**src/rtl/clock_pkg.sv**
```systemverilog
// ============================================================================
// Module   : clock_pkg
// Brief    : Shared key indices, key count and key channel FSM states.
// Revision : 1.0
// ============================================================================
`default_nettype none

package clock_pkg;

    localparam int N_KEYS    = 5;
    localparam int KEY_SEC   = 0;
    localparam int KEY_MIN   = 1;
    localparam int KEY_HOUR  = 2;
    localparam int KEY_CLEAR = 3;
    localparam int KEY_KEEP  = 4;

    typedef enum logic [1:0] {
        RELEASED  = 2'd0,
        HELD      = 2'd1,
        REPEATING = 2'd2
    } key_state_e;

endpackage

`default_nettype wire

```
**src/rtl/key_channel.sv**
```systemverilog
// ============================================================================
// Module   : key_channel
// Brief    : One key: 2-flop synchroniser, tick debounce, press/repeat FSM.
// Revision : 1.0
// ============================================================================
`default_nettype none

module key_channel
    import clock_pkg::*;
#(
    parameter int DEBOUNCE_MS      = 20,
    parameter int REPEAT_DELAY_MS  = 500,
    parameter int REPEAT_PERIOD_MS = 100,
    parameter int ACTIVE_LOW       = 1
) (
    input  logic clk_48mhz,
    input  logic rst,
    input  logic tick_ms,
    input  logic repeat_en,
    input  logic key_raw,
    output logic key_level,
    output logic key_strobe,
    output logic key_release
);

    localparam int c_db_w     = $clog2(DEBOUNCE_MS + 1);
    localparam int c_rp_max   = (REPEAT_DELAY_MS > REPEAT_PERIOD_MS) ? REPEAT_DELAY_MS : REPEAT_PERIOD_MS;
    localparam int c_rp_w     = $clog2(c_rp_max + 1);
    localparam logic c_idle_raw = (ACTIVE_LOW != 0) ? 1'b1 : 1'b0;
    localparam logic [c_db_w-1:0] c_db_last    = c_db_w'(DEBOUNCE_MS);
    localparam logic [c_rp_w-1:0] c_rp_delay   = c_rp_w'(REPEAT_DELAY_MS - 1);
    localparam logic [c_rp_w-1:0] c_rp_period  = c_rp_w'(REPEAT_PERIOD_MS - 1);

    logic              sync1_q, sync1_d;
    logic              sync2_q, sync2_d;
    logic              level_q, level_d;
    logic              strobe_q, strobe_d;
    logic              release_q, release_d;
    logic [c_db_w-1:0] db_cnt_q, db_cnt_d;
    logic [c_rp_w-1:0] rp_cnt_q, rp_cnt_d;
    key_state_e        state_q, state_d;
    logic              w_raw_act;
    logic              w_flip;

    always_comb begin
        w_raw_act = (ACTIVE_LOW != 0) ? ~sync2_q : sync2_q;
        sync1_d   = key_raw;
        sync2_d   = sync1_q;
        level_d   = level_q;
        db_cnt_d  = db_cnt_q;
        rp_cnt_d  = rp_cnt_q;
        state_d   = state_q;
        strobe_d  = 1'b0;
        release_d = 1'b0;
        w_flip    = 1'b0;

        // Level only flips after DEBOUNCE_MS+1 consecutive mismatched ticks.
        if (w_raw_act == level_q) begin
            db_cnt_d = '0;
        end else if (tick_ms) begin
            if (db_cnt_q == c_db_last) begin
                w_flip   = 1'b1;
                level_d  = w_raw_act;
                db_cnt_d = '0;
            end else begin
                db_cnt_d = db_cnt_q + c_db_w'(1);
            end
        end

        case (state_q)
            RELEASED: begin
                if (w_flip && w_raw_act) begin
                    state_d  = HELD;
                    rp_cnt_d = '0;
                    strobe_d = 1'b1;
                end
            end
            HELD: begin
                if (w_flip) begin
                    state_d   = RELEASED;
                    rp_cnt_d  = '0;
                    release_d = 1'b1;
                end else if (tick_ms) begin
                    if (rp_cnt_q == c_rp_delay) begin
                        rp_cnt_d = '0;
                        if (repeat_en) begin
                            strobe_d = 1'b1;
                            state_d  = REPEATING;
                        end
                    end else begin
                        rp_cnt_d = rp_cnt_q + c_rp_w'(1);
                    end
                end
            end
            REPEATING: begin
                if (w_flip) begin
                    state_d   = RELEASED;
                    rp_cnt_d  = '0;
                    release_d = 1'b1;
                end else if (tick_ms) begin
                    if (rp_cnt_q == c_rp_period) begin
                        rp_cnt_d = '0;
                        strobe_d = 1'b1;
                    end else begin
                        rp_cnt_d = rp_cnt_q + c_rp_w'(1);
                    end
                end
            end
            default: begin
                state_d  = RELEASED;
                rp_cnt_d = '0;
            end
        endcase
    end

    always_ff @(posedge clk_48mhz) begin
        if (rst) begin
            sync1_q   <= c_idle_raw;
            sync2_q   <= c_idle_raw;
            level_q   <= 1'b0;
            strobe_q  <= 1'b0;
            release_q <= 1'b0;
            db_cnt_q  <= '0;
            rp_cnt_q  <= '0;
            state_q   <= RELEASED;
        end else begin
            sync1_q   <= sync1_d;
            sync2_q   <= sync2_d;
            level_q   <= level_d;
            strobe_q  <= strobe_d;
            release_q <= release_d;
            db_cnt_q  <= db_cnt_d;
            rp_cnt_q  <= rp_cnt_d;
            state_q   <= state_d;
        end
    end

    assign key_level   = level_q;
    assign key_strobe  = strobe_q;
    assign key_release = release_q;

endmodule

`default_nettype wire

```
**src/rtl/key_conditioner.sv**
```systemverilog
// ============================================================================
// Module   : key_conditioner
// Brief    : 1 ms prescaler plus one debounce/auto-repeat channel per key.
// Revision : 1.0
// ============================================================================
`default_nettype none

module key_conditioner
    import clock_pkg::*;
#(
    parameter int                TICK_DIV         = 48000,
    parameter int                DEBOUNCE_MS      = 20,
    parameter int                REPEAT_DELAY_MS  = 500,
    parameter int                REPEAT_PERIOD_MS = 100,
    parameter logic [N_KEYS-1:0] REPEAT_MASK      = 5'b00111,
    parameter int                ACTIVE_LOW       = 1
) (
    input  logic              clk_48mhz,
    input  logic              rst,
    input  logic [N_KEYS-1:0] key_raw,
    output logic [N_KEYS-1:0] key_level,
    output logic [N_KEYS-1:0] key_strobe,
    output logic [N_KEYS-1:0] key_release,
    output logic              tick_ms
);

    localparam int c_tick_w = $clog2(TICK_DIV);
    localparam logic [c_tick_w-1:0] c_tick_last = c_tick_w'(TICK_DIV - 1);

    logic [c_tick_w-1:0] presc_q, presc_d;
    logic                tick_q, tick_d;

    // Tick is registered from the next count so it is high while the count is TICK_DIV-1.
    always_comb begin
        presc_d = (presc_q == c_tick_last) ? '0 : presc_q + c_tick_w'(1);
        tick_d  = (presc_d == c_tick_last);
    end

    always_ff @(posedge clk_48mhz) begin
        if (rst) begin
            presc_q <= '0;
            tick_q  <= 1'b0;
        end else begin
            presc_q <= presc_d;
            tick_q  <= tick_d;
        end
    end

    assign tick_ms = tick_q;

    for (genvar gi = 0; gi < N_KEYS; gi++) begin : g_ch
        key_channel #(
            .DEBOUNCE_MS      (DEBOUNCE_MS),
            .REPEAT_DELAY_MS  (REPEAT_DELAY_MS),
            .REPEAT_PERIOD_MS (REPEAT_PERIOD_MS),
            .ACTIVE_LOW       (ACTIVE_LOW)
        ) u_key_channel (
            .clk_48mhz   (clk_48mhz),
            .rst         (rst),
            .tick_ms     (tick_q),
            .repeat_en   (REPEAT_MASK[gi]),
            .key_raw     (key_raw[gi]),
            .key_level   (key_level[gi]),
            .key_strobe  (key_strobe[gi]),
            .key_release (key_release[gi])
        );
    end

endmodule

`default_nettype wire

```
**config.mk**
```make
export PLATFORM = sky130hd
export DESIGN_NAME = key_conditioner
export DESIGN_NICKNAME = d
export VERILOG_FILES = /design/src/rtl/clock_pkg.sv /design/src/rtl/key_channel.sv /design/src/rtl/key_conditioner.sv
export SDC_FILE = /design/constraint.sdc
export NUM_CORES = 1
export LEC_CHECK = 0
export ABC_AREA = 1
export CAP_MARGIN = 20
export CORE_MARGIN = 8
export CORE_UTILIZATION = 60
export DETAILED_ROUTE_END_ITERATION = 8
export PLACE_DENSITY_LB_ADDON = 0.08
export SLEW_MARGIN = 20
export SYNTH_ARGS = -nofsm -noshare
export SYNTH_HDL_FRONTEND = slang
export SYNTH_SLANG_ARGS = --single-unit
```
**constraint.sdc**
```tcl
create_clock -name clk_48mhz -period 2.25 [get_ports clk_48mhz]
set_clock_uncertainty 0.2 [all_clocks]
set_input_delay 0.225 -clock clk_48mhz [delete_from_list [all_inputs] [get_ports clk_48mhz]]
set_output_delay 0.225 -clock clk_48mhz [all_outputs]
set_load 0.01 [all_outputs]
```
* Word-level counts from Yosys, hierarchy flattened
Index checks and enable logic that the tools add are counted.
** Storage, ports and cells
- Register bits :: 122
- Word-level logic and storage cells :: 287
** Operators by class
- Add/sub/neg operators :: 11
- Bitwise logic cells :: 15
- Equality and inequality tests :: 55
- Muxes and demuxes :: 124
- Reductions and logical operators :: 40
** Operator list (number)
- $mux 9 :: 35
- $pmux 9 s3 :: 5
- $mux 1 :: 49
- $add 9x1->9 const B :: 5
- $eq 9x7->1 const B :: 5
- $eq 9x9->1 const B :: 5
- $mux 2 :: 19
- $eq 16x16->1 const B :: 2
- $ne 3x2->1 const B :: 10
- $reduce_and 3->1 :: 10
- $reduce_or 2->1 :: 15
- $add 5x1->5 const B :: 5
- $eq 5x5->1 const B :: 5
- $mux 5 :: 5
- $ne 2x1->1 const B :: 10
- $pmux 2 s3 :: 3
- $add 16x1->16 const B :: 1
- $mux 16 :: 1
- $not 1->1 :: 15
- $reduce_and 4->1 :: 3
- $eq 2x1->1 const B :: 5
- $eq 2x2->1 const B :: 5
- $logic_not 2->1 :: 5
- $ne 3x1->1 const B :: 3
- other kinds (6) :: 19

* Logic depth before layout (Yosys ltp)
Gate-level depths: netlist of the first run.
- Depth after elaboration :: 7
- Mapped depth :: 12
- Gate-level depth less buffers :: 12

* Cells and area by module
Synthesis of the first run repeated with hierarchy kept, for this count alone.
** Second synthesis, totals
- Cell total of the unflattened synthesis :: 1071
- Area, all modules :: 7289.5 sq um
** By module, submodules not included
- key_channel at g_ch[0].u_key_channel ... :: cells an instance 184, times used 4, area each 1257.5 sq um
- key_channel at g_ch[4].u_key_channel :: cells an instance 181, times used 1, area each 1214.9 sq um
- key_conditioner :: cells an instance 154, times used 1, area each 1044.8 sq um

* Least setup slack after synthesis of the first run
Ideal clock, no wire load.
- Path type :: flip-flop to flip-flop
- Start point :: register g_ch[1].u_key_channel.state_q[0]
- End point :: register g_ch[1].u_key_channel.rp_cnt_q[0]
- Arrival :: 1.445 ns
- Required time :: 1.935 ns
- Path buffers :: 0
- Slack :: 0.490 ns
- Cell stages (with the launch flop) :: 9
- Cells stage by stage :: dfxtp_1 -> inv_1 -> ha_1 -> o21ai_0 -> nand2_4 -> clkinv_2 -> nand2_1 -> nand2_2 -> nor2_1
** On the way
- Word-level cells in the longest chain between the ends :: 3
- Elaborated cells on any way between the ends :: 8
** Ends and longest elaborated chain
- from (decl) :: RTL line key_channel.sv:41 : key_state_e state_q, state_d;
- from (signal assigned) :: RTL line key_channel.sv:134 : state_q <= state_d;
- $eq 2x2->1 (tied with other cells) :: RTL line key_channel.sv:70 : case (state_q)
- $ne 3x2->1 (no line) / $ne 2x1->1 (equally long branches)
- $reduce_and 3->1 (no line)
- to (signal assigned) :: RTL line key_channel.sv:133 : rp_cnt_q <= rp_cnt_d;
- to (decl) :: RTL line key_channel.sv:40 : logic [c_rp_w-1:0] rp_cnt_q, rp_cnt_d;
Several ways; a longest one is shown, not always the timed one.
A chain may end at the register's enable or synchronous reset.

* Worst setup path in the final report of the first run
- Start point :: register tick_q, in the netlist tick_ms
- End point :: output tick_ms
** RTL lines
- from (decl) :: RTL line key_conditioner.sv:31 : logic tick_q, tick_d;
- from (signal assigned) :: RTL line key_conditioner.sv:45 : tick_q <= tick_d;
- to (decl) :: RTL line key_conditioner.sv:24 : output logic tick_ms
No word-level cell between the ends.

==> summary.md, run 1 <==
| Metric | Value |
|---|---|
| Outcome | `finished clean` |
| Fin crit share | `93.8%` |
| HP Start | `key_raw[0]` |
| Initial Util | `61.3%` |
| # Post-CTS Setup Buffers | `0` |
| Initial antenna violation count | `0` |
| Worst hold endpoint | `g_ch[0].u_key_channel.sync1_q` |
| Most used routing layer | `met2` |
| Number of nets in the layout | `817` |
| Filler Cell Count | `788` |
| Num ports | `23` |
| Seq/Total Area, Yosys | `38.4%` |
| RSZ-0062 raised after global routing | `no` |
| Cells along the critical path | `buf_6 > clkdlybuf4s50_1` |
| Vias/cell | `5.08` |
| DRT iter0 DRCs | `261` |
| Maximum vdd drop | `0.441 mV` |
| DR WL/cell | `11.4 um` |
| Distinct cells, synth | `32` |
| Worst Path Buf+Inv | `2` |
| Crit Path Category | `reg -> out` |
| Vias | `4555` |
| Reg clk slew, reported paths | `0.10 ns` |
| 1st-pass router iterations | `5` |
| Clock tree buffer depth | `2` |
| Worst r2r path cells | `9` |
| Post-CTS sizing | `0` |
| Slowest cell on the critical path | `clkdlybuf4s50_1` |
| R2R setup slack | `0.24 ns` |
| Fraction of layout cells with a size suffix above 1 | `7.35%` |
| CP required | `1.82 ns` |
| Reg-to-reg critical path endpoint | `g_ch[1].u_key_channel.rp_cnt_q[7]` |
| Synthesized area per cell | `6.91 um2` |
| First-pass GRT wire length | `18.1 mm` |
| Die area | `12100 um2` |
| Hold Path Cell Cnt | `2` |
| FF+latch count, synth | `102` |
| Total routed wirelength | `10.2 mm` |
| Hold_ws | `0.213 ns` |
| Final setup fails | `0` |
| Max-cap violations | `0` |
| HPWL after DPL | `7.74 mm` |
| FMAX | `0.474 GHz` |
| Crit path max-delay family | `buffers and inverters` |
| CTS tree | `yes` |
| Levels on crit path | `2` |
| Met1 Track Usage GR | `21.5%` |
| Slew @ Worst Pin | `0.450 ns` |
| CTS Buf Count | `9` |
| Clk Latency, worst-skew pair | `0.37 ns` |
| Port-buffer cells | `22` |
| CTS Hold Bufs | `0` |
| Ys async rst share | `0%` |
| Final Hold Fails | `0` |
| P per Cell Area | `526 nW/um2` |
| Area Growth Syn to Fin | `8.24%` |
| Slowest cell delay on critical path | `0.58 ns` |
| Largest net degree at the start of global routing | `30` |
| CTS Sinks | `102` |
| Num rows | `34` |
| Design Power | `3.03 mW` |
| Lkg Pwr | `2.25 nW` |
| Peak fanout along the critical path | `29` |
| Die Span Y | `110 um` |
| Worst Hold Class | `in -> reg` |
| Total track usage | `18.0%` |
| Worst Setup End Kind | `output port` |
| Sum of negative setup slack | `0 ns` |
| Post-route DRC | `0` |
| Post-Syn Area | `5320 um2` |
| Slew margin rel. | `69.7%` |
| Post-route antenna net violation count | `0` |
| Synth warn | `0` |
| Met2 Use GR | `31.7%` |
| Die Width | `110 um` |
| Clock Root Buffer | `clkbuf_8` |
| Syn Nets | `802` |
| Slew Viols, Final | `0` |
| Worst r2r src | `tick_ms` |
| Ys flop type | `dfxtp_1` |
| Grt met3 use | `4.19%` |
| Type of origin of the critical path | `flip-flop` |
| CTS HTree Levels | `3` |
| WP data arrival | `1.69 ns` |
| Gpl congestion | `0.908` |
| Minimum clock period | `2.11 ns` |
| Core Region | `8680 um2` |
| Total grt overflow | `0` |
| Cells after synthesis | `769` |
| Vias in the first global route | `4287` |
| Number of flops mapped to enable cells by yosys | `0` |
| Number of antenna diodes | `0` |
where the power goes:
part           internal (mW)  total (mW)  switching (mW)  leakage (nW)
combinational         0.0455       0.117          0.0713          1.34
sequential              1.82        1.83          0.0131         0.824
clock                  0.416        1.08           0.660        0.0870
layer usage:
layer	share of wire, %	wire, um
met1	47	4830
met2	48	4870
met3	4.1	415
met4	0.95	97
met5	0	0
worst max-delay path by stage:
stage / from / end / slack [ns]
4_1_cts: tick_ms / tick_ms / 0.06
2_1_floorplan: g_ch[1].u_key_channel.state_q[0] / g_ch[1].u_key_channel.rp_cnt_q[0] / 0.49
3_5_place_dp: g_ch[1].u_key_channel.state_q[0] / g_ch[1].u_key_channel.rp_cnt_q[7] / 0.28
3_3_place_gp: g_ch[1].u_key_channel.state_q[0] / g_ch[1].u_key_channel.rp_cnt_q[4] / 0.34
5_1_grt: tick_ms / tick_ms / 0.09
6_report: tick_ms / tick_ms / 0.14
state kept, by name, indices dropped and copies added (netlist names), 8 cells and up:
| register | flops |
|---|---|
| g_ch.u_key_channel.rp_cnt_q | 27 |
| presc_q | 16 |
| g_ch.u_key_channel.db_cnt_q | 25 |
| g_ch.u_key_channel.state_q | 8 |
worst reg2reg max path, stage by stage (launching register included):
cell and delay, ns:
dfxtp_1 0.47, inv_2 0.22, nor2_2 0.25, nand2_2 0.10, nand2_2 0.13, nand2_4 0.09
clkinv_2 0.13, nand2_1 0.11, nand2_2 0.14, nor2_1 0.06
placed cells by master (no fill, tap or decap), types with 2 or more instances in the layout:
cell / instances
nand2_1: 170
nor2_1: 147
dfxtp_1: 102
inv_1: 91
nand3_1: 57
ha_1: 26
nor3_1: 23
clkdlybuf4s50_1: 22
xor2_1: 19
nand4_1: 17
or2_2: 14
a21oi_1: 14
o21ai_0: 14
xnor2_1: 10
clkbuf_8: 9
nand2_2: 8
o21ai_1: 7
buf_4: 6
nor3b_1: 5
nor2_2: 4
inv_6: 4
nand2_4: 3
o21bai_1: 3
inv_2: 2
clkinv_2: 2
clkinvlp_4: 2
through the flow:
| stage | setup WS [ns] | instances | cell area [um2] | util, % |
|---|---|---|---|---|
| after floorplan | 0.490 | 769 | 5320 | - |
| after global placement | 0.341 | 881 | 5570 | 64.2 |
| after detailed placement | 0.280 | 881 | 5570 | 64.2 |
| after CTS | 0.0557 | 897 | 5750 | 66.3 |
| after global routing | 0.0866 | 897 | 5750 | 66.3 |
| final | 0.139 | 897 | 5750 | 66.3 |
area by class of cell:
type                       instances  area [um2]  share of cell area [%]
clock buffer                       9         124                    2.15
clock inverter                     7        55.1                   0.957
inverter                          95         363                    6.31
multi-input combinational        547        2760                    47.9
sequential                       102        2040                    35.5
tap                              108         135                    2.35
timing repair buffer              29         277                    4.81
cell usage after synthesis, types with 7 or more instances:
cell / number / area share [%]
nor3_1: 23 / 2.2
or2_2: 14 / 1.6
o21ai_1: 7 / 0.66
o21ai_0: 14 / 1.3
buf_4: 15 / 2.1
xor2_1: 19 / 3.1
nor2_1: 147 / 10
inv_1: 91 / 6.4
ha_1: 26 / 6.1
dfxtp_1: 102 / 38
clkbuf_1: 7 / 0.49
xnor2_1: 10 / 1.6
nand4_1: 17 / 2.0
a21oi_1: 14 / 1.3
nand2_1: 170 / 12
nand2_2: 8 / 0.94
nand3_1: 57 / 5.4
cell families (layout without fill, tap and decap cells):
family	count (synthesis)	in the layout	synth area share, %
and+or+nand+nor	452	452	37.0
buffers and inverters	120	140	9.70
DFF	102	102	38.4
AOI/OAI and AO/OA	40	40	4.00
xor gates and xnor gates	29	29	4.78
adders and majority gates	26	26	6.12
Power figures use the tool's default switching activity.
==> run 2: changes to the inputs <==
- ABC_CLOCK_PERIOD_IN_PS: default -> 2250
==> results of run 2 <==
Final layout, timing and power as in run 1 (identical DEF).
==> run 3: changes to the inputs <==
- CAP_MARGIN: 20 -> 40
==> results of run 3 <==
Final layout, timing and power as in run 1 (identical DEF).
